**config.mk**
```make
export PLATFORM = sky130hd
export DESIGN_NAME = btn_debounce_sp
export DESIGN_NICKNAME = d
export VERILOG_FILES = /design/src/rtl/btn_debounce_sp.sv
export SDC_FILE = /design/constraint.sdc
export NUM_CORES = 1
export LEC_CHECK = 0
export BUFFER_PORTS_ARGS = -buffer_cell sky130_fd_sc_hd__buf_4
export CAP_MARGIN = 20
export CORE_MARGIN = 1.5
export CORE_UTILIZATION = 64
export DETAILED_ROUTE_END_ITERATION = 8
export PLACE_DENSITY = 0.95
export SLEW_MARGIN = 15
export SYNTH_ARGS = -nofsm -noshare
export SYNTH_HDL_FRONTEND = slang
export SYNTH_SLANG_ARGS = --single-unit
export TNS_END_PERCENT = 50
```
**constraint.sdc**
```tcl
create_clock -name Clk -period 5.2 [get_ports Clk]
set_clock_uncertainty 0.05 [all_clocks]
set_input_delay 0.26 -clock Clk [delete_from_list [all_inputs] [get_ports Clk]]
set_output_delay 0.26 -clock Clk [all_outputs]
set_load 0.01 [all_outputs]
```
**src/rtl/btn_debounce_sp.sv**
```systemverilog
// btn_debounce_sp: push-button debouncer and enable-pulse generator.
//
// A raw, bouncing, asynchronous button is synchronised and then qualified by
// a window counter of 2^N_DC clocks, giving four glitch-free registered
// outputs:
//   Clk   in  system clock
//   Reset in  asynchronous, active-high reset
//   PB    in  raw push-button, active-high, asynchronous to Clk
//   DPB   out debounced button level
//   SCEN  out one-cycle pulse per debounced press
//   MCEN  out press pulse plus auto-repeat pulses while the button is held
//   CCEN  out high every cycle while the press is confirmed and held
//
// Optional feature macro: BTN_MCEN_REPEAT_EN
//   defined   - hold counter and auto-repeat MCEN pulses are present
//   undefined - no hold counter; MCEN is identical to SCEN
`timescale 1ns/1ps

module btn_debounce_sp #(
  parameter int unsigned N_DC         = 20,
  parameter int unsigned HOLD_WINDOWS = 8
) (
  input  logic Clk,
  input  logic Reset,
  input  logic PB,
  output logic DPB,
  output logic SCEN,
  output logic MCEN,
  output logic CCEN
);

  localparam int unsigned     HCNT_W   = 8;
  localparam logic [N_DC-1:0] CNT_TERM = '1;

  typedef enum logic [2:0] {
    S_IDLE = 3'd0,
    S_WQ   = 3'd1,
    S_SCEN = 3'd2,
    S_HELD = 3'd3,
    S_WR   = 3'd4
  } state_t;

  state_t          r_state;
  state_t          w_state_nxt;
  logic            r_pb_m;
  logic            r_pb_s;
  logic [N_DC-1:0] r_cnt;
  logic [N_DC-1:0] w_cnt_nxt;
  logic            w_term;
  logic            w_dpb_nxt;
  logic            w_scen_nxt;
  logic            w_ccen_nxt;
  logic            r_dpb;
  logic            r_scen;
  logic            r_ccen;

  // Two-flop synchroniser; nothing else looks at PB.
  always_ff @(posedge Clk or posedge Reset) begin
    if (Reset) begin
      r_pb_m <= 1'b0;
      r_pb_s <= 1'b0;
    end else begin
      r_pb_m <= PB;
      r_pb_s <= r_pb_m;
    end
  end

  assign w_term = (r_cnt == CNT_TERM);

  // State register.
  always_ff @(posedge Clk or posedge Reset) begin
    if (Reset) begin
      r_state <= S_IDLE;
    end else begin
      r_state <= w_state_nxt;
    end
  end

  // Next state and next-cycle output levels; the synchronised level always
  // beats a simultaneous terminal count.
  always_comb begin
    w_state_nxt = r_state;
    w_dpb_nxt   = 1'b0;
    w_scen_nxt  = 1'b0;
    w_ccen_nxt  = 1'b0;
    case (r_state)
      S_IDLE: begin
        if (r_pb_s) w_state_nxt = S_WQ;
      end
      S_WQ: begin
        if (!r_pb_s)     w_state_nxt = S_IDLE;
        else if (w_term) w_state_nxt = S_SCEN;
      end
      S_SCEN: begin
        w_state_nxt = S_HELD;
      end
      S_HELD: begin
        if (!r_pb_s) w_state_nxt = S_WR;
      end
      S_WR: begin
        if (r_pb_s)      w_state_nxt = S_HELD;
        else if (w_term) w_state_nxt = S_IDLE;
      end
      default: begin
        w_state_nxt = S_IDLE;
      end
    endcase

    case (w_state_nxt)
      S_SCEN: begin
        w_dpb_nxt  = 1'b1;
        w_scen_nxt = 1'b1;
        w_ccen_nxt = 1'b1;
      end
      S_HELD: begin
        w_dpb_nxt  = 1'b1;
        w_ccen_nxt = 1'b1;
      end
      S_WR: begin
        w_dpb_nxt  = 1'b1;
      end
      default: begin
        w_dpb_nxt  = 1'b0;
      end
    endcase
  end

  // Window counter: restarts on every state change, free-runs (and wraps)
  // in the qualifying states.
  always_comb begin
    w_cnt_nxt = r_cnt;
    if (w_state_nxt != r_state) begin
      w_cnt_nxt = '0;
    end else if ((r_state == S_WQ) || (r_state == S_HELD) || (r_state == S_WR)) begin
      w_cnt_nxt = r_cnt + N_DC'(1);
    end
  end

  always_ff @(posedge Clk or posedge Reset) begin
    if (Reset) begin
      r_cnt <= '0;
    end else begin
      r_cnt <= w_cnt_nxt;
    end
  end

  // Registered outputs, aligned with the state they decode.
  always_ff @(posedge Clk or posedge Reset) begin
    if (Reset) begin
      r_dpb  <= 1'b0;
      r_scen <= 1'b0;
      r_ccen <= 1'b0;
    end else begin
      r_dpb  <= w_dpb_nxt;
      r_scen <= w_scen_nxt;
      r_ccen <= w_ccen_nxt;
    end
  end

  assign DPB  = r_dpb;
  assign SCEN = r_scen;
  assign CCEN = r_ccen;

`ifdef BTN_MCEN_REPEAT_EN
  localparam logic [HCNT_W-1:0] HOLD_MAX = HCNT_W'(HOLD_WINDOWS);

  logic [HCNT_W-1:0] r_hcnt;
  logic              w_held_term;
  logic              w_rpt;
  logic              r_mcen;

  // A full window completed while still held.
  assign w_held_term = (r_state == S_HELD) && r_pb_s && w_term;
  // Repeat only once the hold counter has already saturated.
  assign w_rpt       = w_held_term && (r_hcnt == HOLD_MAX);

  // Hold counter: counts completed held windows, saturating; survives
  // release bounces, restarts on each new press.
  always_ff @(posedge Clk or posedge Reset) begin
    if (Reset) begin
      r_hcnt <= '0;
    end else if (r_state == S_SCEN) begin
      r_hcnt <= '0;
    end else if (w_held_term && (r_hcnt != HOLD_MAX)) begin
      r_hcnt <= r_hcnt + HCNT_W'(1);
    end
  end

  always_ff @(posedge Clk or posedge Reset) begin
    if (Reset) begin
      r_mcen <= 1'b0;
    end else begin
      r_mcen <= w_scen_nxt | w_rpt;
    end
  end

  assign MCEN = r_mcen;
`else
  localparam int unsigned HOLD_UNUSED = HOLD_WINDOWS + HCNT_W;
  assign MCEN = r_scen;
`endif

endmodule

```
---- After elaboration in Yosys (flattened, before gate mapping) ----
Index checks and enable logic that the tools add are counted.
storage, ports and cells
  output and inout bits ................... 4
  input bits .............................. 3
  word-level logic and storage cells ...... 35
  register bits ........................... 28
cells by class
  equality and inequality tests ........... 9
  add/subtract/negate cells ............... 1
  reduce and logical (&&, ||, !) cells .... 6
  multiplexer cells ....................... 12
operators by type and width
  operator                                                                number
  20-bit two-way mux                                                      2
  20-bit by 1-bit adder with 20-bit output (second input constant)        1
  20-bit equality test (second input constant)                            1
  3-bit two-way mux                                                       6
  3-bit one-hot mux with 5 select lines                                   1
  3-bit by 2-bit equality test with 1-bit output (second input constant)  4
  3-bit equality test (second input constant)                             2
  3-bit by 1-bit equality test with 1-bit output (second input constant)  1
  3-bit logical NOT                                                       1
  1-bit two-way mux                                                       3
  3-bit inequality test                                                   1
  3-bit OR reduction                                                      1
  1-bit logical OR                                                        2
  2-bit nonzero test                                                      1
  2-bit OR reduction                                                      1

---- Longest topological paths before layout ----
  depth after elaboration ................. 7
  depth in mapped cells ................... 7
  mapped depth without buffers ............ 5

---- Worst setup path before layout ----
No wires, ideal clock.
  kind .................................... reg-to-reg
  start ................................... reg r_cnt[0]
  end ..................................... reg r_cnt[0]
  path slack .............................. 3,441 ps
  stages on the path, launching flop included .. 7
  setup time .............................. 119 ps
  path buffers ............................ 1
  arrival ................................. 1,590 ps
  required time ........................... 5,031 ps
  clock period less this slack ............ 1,759 ps
  path through ............................ dfrtp_1 ha_1 nand3_1 or3_4 o21ai_4 buf_6 nor2_1
on the way
  longest elaborated chain between the ends .. 6
  elaborated cells between the ends (all ways) .. 11
  those cells by class .................... add/sub: 1; eq/ne: 2; mux: 7; reduce/logical: 1
RTL lines
  item                                                             RTL line  text
  start, declared                                                  47        logic [N_DC-1:0] r_cnt;
  start signal, assigned                                           143       r_cnt <= w_cnt_nxt;
  20-bit equality test                                             68        assign w_term = (r_cnt == CNT_TERM);
  3-bit two-way mux (on tied branches)                             102, 92
  3-bit two-way mux (on tied branches)                             101, 91
  3-bit one-hot mux with 5 select lines                            86        case (r_state)
  3-bit inequality test                                            132       if (w_state_nxt != r_state) begin
  20-bit two-way mux / 2-bit nonzero test (equally long branches)  -
Parallel ways exist; a longest one is shown, timed or not. The select of a mux whose other input is x is not followed.
A chain may end at the register's enable or synchronous reset.

---- Final worst setup path ----
  start ................................... reg r_cnt[0]
  end ..................................... reg r_cnt[18]
Same word-level chain as after synthesis.

==> results.toml <==
[yosys]
syn_area_um2 = 1423
synth_simple_gate_area_share_pct = 25.68
synthAdderAreaFrac_pct = 0.8795
synth-compound-area-share_pct = 8.531
muxShareOfSynthArea_pct = 0.7036
synthFlopType = "dfrtp_1"
yosys_warnings = 0
syn_inst = 141
ys_seq_area_share_pct = 49.25
async_reset_ff_share_pct = 100.0
yosys.cell_types.count = 32
synth_top_family_by_area = "simple AND/OR/NAND/NOR gates"
ys_seq_elements = 28
synth_edf_count = 0
synth.avg_cell_area_um2 = 10.09
synth_xor_xnor_area_share_pct = 11.08
synth_nets = 145

[drt]
drt-initial-drc-count = 26
routedWlPerCell_um = 13.98
routed_via_density = 6.000
wirelength_um = 2460
firstDrtPassIters = 4
drc = 0
num_vias = 1056
postRouteAntennaNets = 0

[setup_path]
critPathLaunchType = "flip-flop"
cp_data_required_time_ns = 5.35
worst-path-max-fanout = 20
rrSetupSlack_ns = 3.04
r2r_start = "r_cnt[0]"
end_kind = "flip-flop"
ff2ff_path_depth = 5
r2r-end = "r_cnt[18]"
arrival_ns = 2.31
path_class = "flip-flop to flip-flop"

[finish]
antenna_cells = 0
final_cell_mix = "dfrtp_1 (28), nor2_1 (26), xnor2_1 (12)"
drive_gt1_share_pct = 12.08
layout.cells.non_filler = 176
synthToLayoutAreaGrowth_pct = 8.883
nNetsFinal = 154
final_common_cell = "dfrtp_1"
utilization_pct = 76.61

[die]
die_w_um = 50.15
pin_count = 7
core_um2 = 2022
start_util_pct = 70.36
num_rows = 16
die_h_um = 50.15
die_area_um2 = 2515

[power_and_ir_drop]
combinationalPowerShare_pct = 6.4
peakVddDrop_mv = 0.2571
p_leak_nw = 0.6299
swShare_pct = 20.72
netSwitchingPower_uw = 80.60
power_per_cell_area_nw_per_um2 = 251.1
clkPwrFrac_pct = 35.3
p_seq_share_pct = 58.3
internal_power_uw = 308.4

[clock_network]
clk_pin_slew_ns = 0.14
clockBufferDepth = 2
numCtsBuffers = 3
cts_tree = "done"
cts_setup_buffers = 0
cts_resized = 0
root_buffer = "clkbuf_4"
cts.sinks = 28
insertion_delay_ns = 0.33
h-tree-depth = 1

[timing]
tns_ns = 0
layout_min_cycle_time_ns = 2.158
rsz0062_at_grt = "false"
max_slew_margin_pct = 64.19
setup_viol_count_final = 0
tightest_slew_ns = 0.5365
hold_viol = 0
fin_crit_sh_pct = 41.51
maxSlewViolCount = 0
fmax_mhz = 463.3

[placed_design]
gp_congestion = 0.8523
post-place-cells = 169
io_buffers = 6
dp_hpwl_um = 1749

[global_route]
grt_max_degree = 29
grt_pass1_vias = 1044
grt-ovfl-total = 0
grt_antenna_before_repair = 0
grt_pass1_wl_um = 4429
track_usage_pct = 23.61

[hold_path]
min_to = "r_pb_s"
min_path_cells = 0
hp-start = "r_pb_m"
hold_class = "flip-flop to flip-flop"

[run]
cap_violations = 0

[run_status]
status = "finished clean"
layout make-up:
cell class | instances | area [um^2]
Sequential cell | 28 | 700.7
Multi-Input combinational cell | 104 | 666.9
Fill cell | 129 | 473.0
Timing Repair Buffer | 9 | 80.08
Tap cell | 27 | 33.78
Clock inverter | 1 | 30.03
Clock buffer | 3 | 22.52
Inverter | 4 | 15.01
metrics by stage:
| stage | hold WS, ns | power, mW | cell area, um^2 | setup slack [ns] |
|---|---|---|---|---|
| 2_1_floorplan | 0.2414 | 0.2501 | 1423 | 3.441 |
| 3_3_place_gp | 0.2829 | 0.2513 | 1461 | 3.175 |
| 3_5_place_dp | 0.2871 | 0.2532 | 1461 | 3.088 |
| 4_1_cts | 0.1188 | 0.3886 | 1524 | 3.040 |
| 5_1_grt | 0.3211 | 0.4057 | 1549 | 2.889 |
| 6_report | 0.3176 | 0.3890 | 1549 | 3.042 |
registers in the layout, indices dropped and copies added, names as in the netlist:
register	count
DPB	1
r_pb_s	1
CCEN	1
r_cnt	20
MCEN	1
r_pb_m	1
r_state	3
power groups by stage:
stage               logic (mW)  registers (mW)  clock network [mW]
finish                  0.0247           0.227               0.137
global route            0.0282           0.228               0.150
CTS                     0.0232           0.227               0.139
detailed placement      0.0223           0.231                   0
global placement        0.0210           0.230                   0
floorplan               0.0204           0.230                   0
routing by layer:
layer / up-vias / wire, um / global-route usage (%)
met5: - / 0 / 0
met2: 23 / 1239 / 40.35
met1: 518 / 1058 / 28.02
met3: 9 / 103 / 6.250
li1: 506 / - / -
met4: 0 / 59 / 9.722
cell families after synthesis:
family | count (synthesis)
XOR/XNOR | 18
AO/OA/AOI/OAI | 15
flip-flops | 28
adder cells (fa/ha/maj) | 1
AND/OR/NAND/NOR | 69
buffers and inverters | 9
multiplexers | 1
worst max-delay path: stages, from the launching register on:
cell and delay [ns]:
dfrtp_1 0.47, ha_1 0.28, nand3_1 0.20, or3_4 0.47, o21ai_4 0.44, nor2_1 0.12
worst max path at each step:
stage | start | to | slack [ns] | cells past startpoint
detailed placement | r_cnt[0] | r_cnt[16] | 3.09 | 5
floorplan | r_cnt[0] | r_cnt[0] | 3.44 | 6
finish | r_cnt[0] | r_cnt[18] | 3.04 | 5
CTS | r_cnt[0] | r_cnt[18] | 3.04 | 5
global placement | r_cnt[0] | r_cnt[4] | 3.18 | 5
global route | r_cnt[0] | r_cnt[7] | 2.89 | 5
what timing repair did:
item                                   in CTS  in global routing
setup endpoints to repair                   0                  0
endpoints found under the hold margin       1                 14
hold buffers                                1                  1
synthesized netlist by cell type (2+ instances only):
cell / number / area (um^2)
inv_1: 4 / 15.01
o21ai_0: 5 / 25.02
xor2_1: 6 / 52.55
buf_2: 2 / 10.01
dfrtp_1: 28 / 700.7
nand4_1: 8 / 50.05
nor2b_1: 3 / 18.77
nand3_1: 3 / 15.01
nand2_1: 9 / 33.78
and2b_1: 2 / 15.01
xnor2_1: 12 / 105.1
nor3_1: 6 / 30.03
and3_1: 2 / 12.51
a21oi_1: 3 / 15.01
buf_6: 2 / 22.52
and4_1: 2 / 17.52
nor4_1: 3 / 18.77
o31ai_1: 2 / 15.01
nor2_1: 26 / 97.59
(Power assumes the default switching activity.)
